--- src/rtl/pm_axi_regfile_if.sv ---
// pm_axi_regfile_if: AXI4-Lite channel bundle between the CPU master and the register file slave
interface pm_axi_regfile_if #(
  parameter int ADDR_W = 8,
  parameter int DATA_W = 32
);
  logic [ADDR_W-1:0] awaddr;
  logic [2:0] awprot;
  logic awvalid;
  logic awready;
  logic [DATA_W-1:0] wdata;
  logic [DATA_W/8-1:0] wstrb;
  logic wvalid;
  logic wready;
  logic [1:0] bresp;
  logic bvalid;
  logic bready;
  logic [ADDR_W-1:0] araddr;
  logic [2:0] arprot;
  logic arvalid;
  logic arready;
  logic [DATA_W-1:0] rdata;
  logic [1:0] rresp;
  logic rvalid;
  logic rready;
  modport slave (
    input awaddr, awprot, awvalid, wdata, wstrb, wvalid, bready, araddr, arprot, arvalid, rready,
    output awready, wready, bresp, bvalid, arready, rdata, rresp, rvalid
  );
  modport master (
    output awaddr, awprot, awvalid, wdata, wstrb, wvalid, bready, araddr, arprot, arvalid, rready,
    input awready, wready, bresp, bvalid, arready, rdata, rresp, rvalid
  );
endinterface

--- src/rtl/pm_axi_regfile.sv ---
// pm_axi_regfile: AXI4-Lite register file for sprite control, pellet bitmap, pellet counter and interrupts
module pm_axi_regfile #(
  parameter int C_S_AXI_DATA_WIDTH = 32,
  parameter int C_S_AXI_ADDR_WIDTH = 8,
  parameter int N_SPRITES = 4,
  parameter int N_PELLET_ROWS = 31,
  parameter int PELLET_WIDTH = 28
) (
  input  logic S_AXI_ACLK,
  input  logic S_AXI_ARESETN,
  pm_axi_regfile_if.slave s_axi,
  input  logic [16*N_SPRITES-1:0] spr_x,
  input  logic [16*N_SPRITES-1:0] spr_y,
  output logic [2*N_SPRITES-1:0] spr_dir,
  output logic [N_SPRITES-1:0] spr_mv,
  input  logic frame_start,
  input  logic eat_valid,
  input  logic [$clog2(N_PELLET_ROWS)-1:0] eat_row,
  input  logic [$clog2(PELLET_WIDTH)-1:0] eat_col,
  output logic [N_PELLET_ROWS*PELLET_WIDTH-1:0] pellets,
  output logic irq
);
  localparam int IW = C_S_AXI_ADDR_WIDTH-2;
  localparam int P0 = 4+2*N_SPRITES;
  localparam int RB = $clog2(N_PELLET_ROWS);
  typedef enum logic [1:0] {IDLE, SCAN, PUBLISH} state_t;
  if (N_PELLET_ROWS*PELLET_WIDTH >= 65536) begin : g_cnt_chk
    $error("pellet bitmap too large for a 16-bit count");
  end
  if (C_S_AXI_DATA_WIDTH != 32) begin : g_dw_chk
    $error("only 32-bit AXI data is supported");
  end
  logic up, aw_full, w_full, wr_go, wr_ok, rd_ok, eat_ok, all_clr, scan_valid, unused_ok;
  logic [IW-1:0] aw_idx, ar_idx;
  logic [31:0] w_data, wmask, rd_data;
  logic [3:0] w_strb;
  logic [2:0] irq_stat, irq_en, w1c;
  logic [2:0] ctrl_sh [N_SPRITES];
  logic [2:0] ctrl_act [N_SPRITES];
  logic [PELLET_WIDTH-1:0] pel [N_PELLET_ROWS];
  logic [PELLET_WIDTH-1:0] pel_nxt [N_PELLET_ROWS];
  logic [PELLET_WIDTH-1:0] pm;
  state_t state, state_nxt;
  logic [RB-1:0] scan_r;
  logic [15:0] acc, count, pop;
  assign s_axi.awready = up && !aw_full && !s_axi.bvalid;
  assign s_axi.wready = up && !w_full && !s_axi.bvalid;
  assign ar_idx = s_axi.araddr[C_S_AXI_ADDR_WIDTH-1:2];
  assign wmask = {{8{w_strb[3]}}, {8{w_strb[2]}}, {8{w_strb[1]}}, {8{w_strb[0]}}};
  assign pm = wmask[PELLET_WIDTH-1:0];
  assign wr_go = aw_full && w_full && wr_ok;
  assign w1c = (wr_go && int'(aw_idx) == 1 && w_strb[0]) ? w_data[2:0] : 3'b0;
  assign eat_ok = eat_valid && int'(eat_row) < N_PELLET_ROWS && int'(eat_col) < PELLET_WIDTH;
  assign all_clr = state == PUBLISH && acc == 16'd0 && scan_valid && count != 16'd0;
  assign unused_ok = ^{s_axi.awprot, s_axi.arprot, s_axi.awaddr[1:0], s_axi.araddr[1:0], w_data, wmask};
  always_comb begin
    wr_ok = int'(aw_idx) == 1 || int'(aw_idx) == 2 ||
            (int'(aw_idx) >= P0 && int'(aw_idx) < P0+N_PELLET_ROWS);
    for (int k = 0; k < N_SPRITES; k++)
      if (int'(aw_idx) == 5+2*k) wr_ok = 1'b1;
  end
  always_comb begin
    rd_data = '0;
    rd_ok = int'(ar_idx) < 4;
    rd_data = int'(ar_idx) == 0 ? {15'b0, scan_valid, count} :
              int'(ar_idx) == 1 ? {29'b0, irq_stat} :
              int'(ar_idx) == 2 ? {29'b0, irq_en} : 32'b0;
    for (int k = 0; k < N_SPRITES; k++) begin
      if (int'(ar_idx) == 4+2*k) begin
        rd_data = {spr_y[16*k+:16], spr_x[16*k+:16]};
        rd_ok = 1'b1;
      end
      if (int'(ar_idx) == 5+2*k) begin
        rd_data = {29'b0, ctrl_sh[k]};
        rd_ok = 1'b1;
      end
    end
    for (int r = 0; r < N_PELLET_ROWS; r++)
      if (int'(ar_idx) == P0+r) begin
        rd_data = 32'(pel[r]);
        rd_ok = 1'b1;
      end
  end
  always_ff @(posedge S_AXI_ACLK or negedge S_AXI_ARESETN)
    if (!S_AXI_ARESETN) begin
      up <= 1'b0;
      aw_full <= 1'b0;
      w_full <= 1'b0;
      aw_idx <= '0;
      w_data <= '0;
      w_strb <= '0;
      s_axi.bvalid <= 1'b0;
      s_axi.bresp <= 2'b00;
      s_axi.arready <= 1'b0;
      s_axi.rvalid <= 1'b0;
      s_axi.rresp <= 2'b00;
      s_axi.rdata <= '0;
    end else begin
      up <= 1'b1;
      if (s_axi.awvalid && s_axi.awready) begin
        aw_full <= 1'b1;
        aw_idx <= s_axi.awaddr[C_S_AXI_ADDR_WIDTH-1:2];
      end
      if (s_axi.wvalid && s_axi.wready) begin
        w_full <= 1'b1;
        w_data <= s_axi.wdata;
        w_strb <= s_axi.wstrb;
      end
      if (aw_full && w_full) begin
        aw_full <= 1'b0;
        w_full <= 1'b0;
        s_axi.bvalid <= 1'b1;
        s_axi.bresp <= wr_ok ? 2'b00 : 2'b10;
      end else if (s_axi.bvalid && s_axi.bready) s_axi.bvalid <= 1'b0;
      s_axi.arready <= s_axi.arvalid && !s_axi.rvalid && !s_axi.arready;
      if (s_axi.arvalid && s_axi.arready) begin
        s_axi.rvalid <= 1'b1;
        s_axi.rdata <= rd_data;
        s_axi.rresp <= rd_ok ? 2'b00 : 2'b10;
      end else if (s_axi.rvalid && s_axi.rready) s_axi.rvalid <= 1'b0;
    end
  always_comb
    for (int r = 0; r < N_PELLET_ROWS; r++) begin
      pel_nxt[r] = (wr_go && int'(aw_idx) == P0+r) ? (pel[r] & ~pm) | (w_data[PELLET_WIDTH-1:0] & pm) : pel[r];
      if (eat_ok && int'(eat_row) == r) pel_nxt[r][eat_col] = 1'b0;
    end
  always_ff @(posedge S_AXI_ACLK or negedge S_AXI_ARESETN)
    if (!S_AXI_ARESETN) begin
      irq_stat <= '0;
      irq_en <= '0;
      irq <= 1'b0;
      for (int k = 0; k < N_SPRITES; k++) begin
        ctrl_sh[k] <= '0;
        ctrl_act[k] <= '0;
      end
      for (int r = 0; r < N_PELLET_ROWS; r++) pel[r] <= '1;
    end else begin
      irq_stat <= (irq_stat & ~w1c) | {all_clr, eat_ok, frame_start};
      if (wr_go && int'(aw_idx) == 2 && w_strb[0]) irq_en <= w_data[2:0];
      irq <= |(irq_stat & irq_en);
      for (int k = 0; k < N_SPRITES; k++) begin
        if (wr_go && int'(aw_idx) == 5+2*k && w_strb[0]) ctrl_sh[k] <= w_data[2:0];
        if (frame_start) ctrl_act[k] <= ctrl_sh[k];
      end
      for (int r = 0; r < N_PELLET_ROWS; r++) pel[r] <= pel_nxt[r];
    end
  always_comb begin
    pop = '0;
    for (int c = 0; c < PELLET_WIDTH; c++) pop = pop + 16'(pel[scan_r][c]);
  end
  always_comb state_nxt = (state == SCAN && int'(scan_r) != N_PELLET_ROWS-1) || state != SCAN ? SCAN : PUBLISH;
  always_ff @(posedge S_AXI_ACLK or negedge S_AXI_ARESETN)
    if (!S_AXI_ARESETN) state <= IDLE;
    else state <= state_nxt;
  always_ff @(posedge S_AXI_ACLK or negedge S_AXI_ARESETN)
    if (!S_AXI_ARESETN) begin
      scan_r <= '0;
      acc <= '0;
      count <= '0;
      scan_valid <= 1'b0;
    end else if (state == SCAN) begin
      acc <= acc + pop;
      scan_r <= scan_r + 1'b1;
    end else if (state == PUBLISH) begin
      count <= acc;
      scan_valid <= 1'b1;
      acc <= '0;
      scan_r <= '0;
    end
  for (genvar k = 0; k < N_SPRITES; k++) begin : g_spr
    assign spr_dir[2*k+:2] = ctrl_act[k][1:0];
    assign spr_mv[k] = ctrl_act[k][2];
  end
  for (genvar r = 0; r < N_PELLET_ROWS; r++) begin : g_pel
    assign pellets[r*PELLET_WIDTH+:PELLET_WIDTH] = pel[r];
  end
endmodule

--- src/flat_wrapper.sv ---
// flat-port wrapper written by rule: the top's interface ports become plain ports
module pm_axi_regfile_flat 
#(
  parameter int C_S_AXI_DATA_WIDTH = 32,
  parameter int C_S_AXI_ADDR_WIDTH = 8,
  parameter int N_SPRITES = 4,
  parameter int N_PELLET_ROWS = 31,
  parameter int PELLET_WIDTH = 28
)
  (S_AXI_ACLK, S_AXI_ARESETN, spr_x, spr_y, spr_dir, spr_mv, frame_start, eat_valid, eat_row, eat_col, pellets, irq, s_axi_awaddr, s_axi_awprot, s_axi_awvalid, s_axi_wdata, s_axi_wstrb, s_axi_wvalid, s_axi_bready, s_axi_araddr, s_axi_arprot, s_axi_arvalid, s_axi_rready, s_axi_awready, s_axi_wready, s_axi_bresp, s_axi_bvalid, s_axi_arready, s_axi_rdata, s_axi_rresp, s_axi_rvalid);
  pm_axi_regfile_if #(.ADDR_W(8), .DATA_W(32)) s_axi_i ();
  input  logic S_AXI_ACLK;
  input  logic S_AXI_ARESETN;
  input  logic [16*N_SPRITES-1:0] spr_x;
  input  logic [16*N_SPRITES-1:0] spr_y;
  output logic [2*N_SPRITES-1:0] spr_dir;
  output logic [N_SPRITES-1:0] spr_mv;
  input  logic frame_start;
  input  logic eat_valid;
  input  logic [$clog2(N_PELLET_ROWS)-1:0] eat_row;
  input  logic [$clog2(PELLET_WIDTH)-1:0] eat_col;
  output logic [N_PELLET_ROWS*PELLET_WIDTH-1:0] pellets;
  output logic irq;
  input wire logic [$bits(s_axi_i.awaddr)-1:0] s_axi_awaddr;
  input wire logic [$bits(s_axi_i.awprot)-1:0] s_axi_awprot;
  input wire logic [$bits(s_axi_i.awvalid)-1:0] s_axi_awvalid;
  input wire logic [$bits(s_axi_i.wdata)-1:0] s_axi_wdata;
  input wire logic [$bits(s_axi_i.wstrb)-1:0] s_axi_wstrb;
  input wire logic [$bits(s_axi_i.wvalid)-1:0] s_axi_wvalid;
  input wire logic [$bits(s_axi_i.bready)-1:0] s_axi_bready;
  input wire logic [$bits(s_axi_i.araddr)-1:0] s_axi_araddr;
  input wire logic [$bits(s_axi_i.arprot)-1:0] s_axi_arprot;
  input wire logic [$bits(s_axi_i.arvalid)-1:0] s_axi_arvalid;
  input wire logic [$bits(s_axi_i.rready)-1:0] s_axi_rready;
  output wire logic [$bits(s_axi_i.awready)-1:0] s_axi_awready;
  output wire logic [$bits(s_axi_i.wready)-1:0] s_axi_wready;
  output wire logic [$bits(s_axi_i.bresp)-1:0] s_axi_bresp;
  output wire logic [$bits(s_axi_i.bvalid)-1:0] s_axi_bvalid;
  output wire logic [$bits(s_axi_i.arready)-1:0] s_axi_arready;
  output wire logic [$bits(s_axi_i.rdata)-1:0] s_axi_rdata;
  output wire logic [$bits(s_axi_i.rresp)-1:0] s_axi_rresp;
  output wire logic [$bits(s_axi_i.rvalid)-1:0] s_axi_rvalid;
  assign s_axi_i.awaddr = s_axi_awaddr;
  assign s_axi_i.awprot = s_axi_awprot;
  assign s_axi_i.awvalid = s_axi_awvalid;
  assign s_axi_i.wdata = s_axi_wdata;
  assign s_axi_i.wstrb = s_axi_wstrb;
  assign s_axi_i.wvalid = s_axi_wvalid;
  assign s_axi_i.bready = s_axi_bready;
  assign s_axi_i.araddr = s_axi_araddr;
  assign s_axi_i.arprot = s_axi_arprot;
  assign s_axi_i.arvalid = s_axi_arvalid;
  assign s_axi_i.rready = s_axi_rready;
  assign s_axi_awready = s_axi_i.awready;
  assign s_axi_wready = s_axi_i.wready;
  assign s_axi_bresp = s_axi_i.bresp;
  assign s_axi_bvalid = s_axi_i.bvalid;
  assign s_axi_arready = s_axi_i.arready;
  assign s_axi_rdata = s_axi_i.rdata;
  assign s_axi_rresp = s_axi_i.rresp;
  assign s_axi_rvalid = s_axi_i.rvalid;
  pm_axi_regfile #(.C_S_AXI_DATA_WIDTH(C_S_AXI_DATA_WIDTH), .C_S_AXI_ADDR_WIDTH(C_S_AXI_ADDR_WIDTH), .N_SPRITES(N_SPRITES), .N_PELLET_ROWS(N_PELLET_ROWS), .PELLET_WIDTH(PELLET_WIDTH)) u_core (.S_AXI_ACLK(S_AXI_ACLK), .S_AXI_ARESETN(S_AXI_ARESETN), .s_axi(s_axi_i), .spr_x(spr_x), .spr_y(spr_y), .spr_dir(spr_dir), .spr_mv(spr_mv), .frame_start(frame_start), .eat_valid(eat_valid), .eat_row(eat_row), .eat_col(eat_col), .pellets(pellets), .irq(irq));
endmodule
--- config.mk ---
export PLATFORM = sky130hd
export DESIGN_NAME = pm_axi_regfile_flat
export DESIGN_NICKNAME = d
export VERILOG_FILES = /design/src/rtl/pm_axi_regfile_if.sv /design/src/rtl/pm_axi_regfile.sv /design/src/flat_wrapper.sv
export SDC_FILE = /design/constraint.sdc
export NUM_CORES = 2
export LEC_CHECK = 0
export BUFFER_PORTS_ARGS = -buffer_cell sky130_fd_sc_hd__buf_2
export CORE_AREA = 2 2 435 437
export CTS_CLUSTER_DIAMETER = 150
export DETAILED_ROUTE_END_ITERATION = 16
export DIE_AREA = 0 0 437 439
export PLACE_DENSITY = 0.52
export REMOVE_ABC_BUFFERS = 1
export SETUP_SLACK_MARGIN = 0.1
export SLEW_MARGIN = 10
export SYNTH_ARGS = -nofsm -noshare
export SYNTH_HDL_FRONTEND = slang
export SYNTH_SLANG_ARGS = --single-unit
--- constraint.sdc ---
create_clock -name S_AXI_ACLK -period 9.3 [get_ports S_AXI_ACLK]
set_input_delay 1.86 -clock S_AXI_ACLK [delete_from_list [all_inputs] [get_ports S_AXI_ACLK]]
set_output_delay 1.86 -clock S_AXI_ACLK [all_outputs]
set_load 0.01 [all_outputs]
==> impl_metrics.csv <==
group,metric,value,unit
floorplanning,start_util,32.91,%
yosys,yosysTopAreaCellShare,37.05,%
floorplanning,die_height,439,um
yosys,synthFlopType,"dfstp_2",
cts,clock_latency,0.84,ns
worst_setup_path,crit_path_end_kind,"register",
yosys,avgSynthCellArea,10.76,um^2
worst_setup_path,arrival,9.61,ns
global_routing,overflow,0,
placement,placed_cells,9055,
routing,first_pass_iters,9,
yosys,synth_area_leader_cell,"dfstp_2",
floorplanning,die-area,191800,um^2
global_routing,grt_pass1_vias,59311,
global_routing,grt_pass1_wl,551200,um
routing,via_per_inst,6.711,
cts,cts_made_buffers,132,
cells_and_area,syn_to_final_growth,22.13,%
global_routing,antenna_found_initial,32,
timing,worst_pin_slew,1.448,ns
timing,hold_viol,0,
routing,wire_per_inst,44.87,um
yosys,netlist_top_cells_count,"a21oi_1 (1029), mux2i_1 (940), dfstp_2 (868), clkbuf_1 (378), nand2_1 (281)",
yosys,synth_seq_area_share,43.11,%
cells_and_area,postLayoutCellArea,75180,um^2
timing,fmax,113.3,MHz
timing,grt_setup_unrepaired,"no",
worst_setup_path,criticalPathCategory,"reg -> reg",
status,status,"completed",
cts,cts.sinks,1017,
timing,post-route-min-period,8.827,ns
cts,clkTransAtPathRegs,0.06,ns
cells_and_area,finalNetCount,6950,
global_routing,track_usage,42.03,%
timing,final_max_slew_viol_count,0,
cts,cts_max_level,4,
routing,drc,0,
power_and_ir_drop,power_leakage,0.03190,uW
worst_setup_path,worstPathMaxFanout,32,
worst_setup_path,cp-start-kind,"register",
yosys,yosys_warnings,0,
cts,ctsHoldBuffers,0,
placement,port_buffers,1110,
worst_setup_path,cp.required,10.08,ns
timing,fin_ws,0.4726,ns
cts,cts-resized-gates,0,
yosys,yosysMostFrequentCell,"a21oi_1",
yosys,async_reset_ff_share,100.0,%
floorplanning,die-width,437,um
placement,dp_hpwl,312400,um
cts,cts_root_buf,"clkbuf_16",
flow_run,drv_cap,0,
placement,place_ws,0.7361,ns
yosys,ys_top_cells_by_area,"dfstp_2 (37%), mux2i_1 (15%), mux4_2 (8.7%), a21oi_1 (8.4%), dfrtp_1 (6.1%)",
global_routing,grt_max_degree,144,
timing,slew_headroom,3.463,%
power_and_ir_drop,power_density,259.1,nW/um^2
yosys,synth_cells,5719,
cts,cts_tree,"built",
worst_hold_path,hp-class,"reg -> reg",
cells_and_area,drive_above_1_share,44.05,%
yosys,synthesis.area,61550,um^2
yosys,ys_ff_latch,1017,
power_and_ir_drop,ir_drop,0.0004107,V
cts,postCtsSetupRepairBufs,0,
cells_and_area,fin_cells,9328,
timing,period_share,94.92,%
yosys,synth_edf_count,0,
routing,vias,62602,
routing,antenna_left,0,
routing,routed_wl,418500,um
timing,finClkSkew,0.03642,ns
floorplanning,io-pin-count,1127,
floorplanning,rows,159,
routing,drt_iter0_drc,9239,
cts,cts.path.max_buffers,3,
floorplanning,core,187000,um^2
placement,gp_congestion,1.017,
placement,place_area,70640,um^2
timing,final-setup-viol-count,0,
yosys,ys_types,101,
-- cell type report --
type / instances / area (um^2)
repair buffers: 1375 / 7776
clock buffers: 198 / 3855
flip-flops and latches: 1017 / 26560
clock inverters: 44 / 608.1
multi-input cells: 4120 / 33000
inverters: 48 / 180.2
well taps: 2495 / 3122
diodes: 31 / 77.57
fillers: 18669 / 111800
-- cell families after synthesis --
kind of cell               synth area share [%]
other                                   0.01220
DFF                                       43.11
AOI/OAI and AO/OA                         18.13
xor gates and xnor gates                 0.2134
buffers and inverters                     3.942
and+or+nand+nor                           7.424
adders and majority gates                 1.293
muxes                                     25.88
-- registers in the layout, summed over array words and instances, names as in the netlist, 2 cells and up --
name / flops
u_core.w_data: 28
u_core.pellets: 868
u_core.s_axi.rdata: 32
u_core.spr_dir: 8
u_core.aw_idx: 6
u_core.irq_stat: 3
u_core.irq_en: 3
u_core.acc: 16
u_core.w_strb: 4
u_core.count: 16
u_core.state: 2
u_core.scan_r: 5
u_core.spr_mv: 4
u_core.ctrl_sh: 12
-- where the power goes --
| group | total (uW) | internal [uW] | switching [uW] | leakage [uW] |
|---|---|---|---|---|
| clock | 5440 | 3150 | 2290 | 0.00218 |
| sequential | 7020 | 5690 | 1340 | 0.0110 |
| combinational | 7020 | 2680 | 4340 | 0.0187 |
| total | 19500 | 11500 | 7970 | 0.0319 |
-- metrics by stage --
stage	hold slack (ns)	utilization, %	TNS (ns)	power, uW
finish	0.4600	40.20	0	19480
floorplan	0.4551	-	-121.89	10190
global placement	0.4509	37.77	0	13780
detailed placement	0.4518	37.77	0	13830
global route	0.4909	40.18	0	20130
CTS	0.4609	40.16	0	19280
-- per-layer routing --
metal,track usage [%],wire length [um],part of all wire (%)
met2,63.51,183000,44
met4,32.98,39380,9.4
met5,0,8,0.0019
met1,49.87,148900,36
met3,12.67,47240,11
-- path summary, 6_finish.rpt --
check / from / end / slack, ns / cells after the start
setup / recovery: u_core.scan_r[0] / u_core.acc[12] / 0.47 / 23
hold / removal: u_core.s_axi.rvalid / u_core.s_axi.arready / 0.46 / 1
setup reg to reg: u_core.scan_r[0] / u_core.acc[12] / 0.47 / 23
hold reg to reg: u_core.s_axi.rvalid / u_core.s_axi.arready / 0.46 / 1
max in group asynchronous: S_AXI_ARESETN / u_core.s_axi.rdata[18] / 6.42 / 3
min in group asynchronous: S_AXI_ARESETN / u_core.w_data[13] / 1.03 / 1
-- worst max-delay path, stage by stage, from the launching register on --
cell and delay, ns:
dfrtp_4 1.04, buf_4 0.50, a211oi_1 0.14, a311oi_1 0.37
a21oi_1 0.07, o211ai_1 0.52, o21ai_0 0.58, fa_1 0.65
fa_1 0.57, fa_1 0.44, fa_1 0.52, fa_1 0.43
fa_1 0.50, inv_1 0.04, ha_1 0.21, fa_1 0.47
a21o_1 0.18, a21oi_1 0.26, o21bai_1 0.13, a2111oi_0 0.49
buf_4 0.21, nor3_1 0.08, a31oi_1 0.19, a41o_1 0.11
-- layout by cell type, fill, tap and decap left out, types with 17 or more instances in the layout --
master     count
fa_1          21
inv_1         44
clkinv_2      18
nand2b_1      17
diode_2       31
nand2_2       39
a31oi_1       23
o221ai_1      38
a22oi_1      101
nor4_1        23
a21oi_1     1027
nand3_1       58
dfrtp_1      140
a22o_1        20
a221o_1       28
a211oi_1      38
o211ai_1      29
buf_4        249
mux4_2       238
mux2_2       103
dfstp_2      868
buf_12        17
clkbuf_1      39
mux2i_1      940
ha_1          30
and3_1        29
clkbuf_16    135
nor2_2        89
a221oi_1      83
nand2_1      279
o22ai_1       82
o21ai_0      190
and2_1        20
nor2_1       180
clkbuf_8      24
buf_2       1107
nor3_1        42
Power figures use the tool's default switching activity.
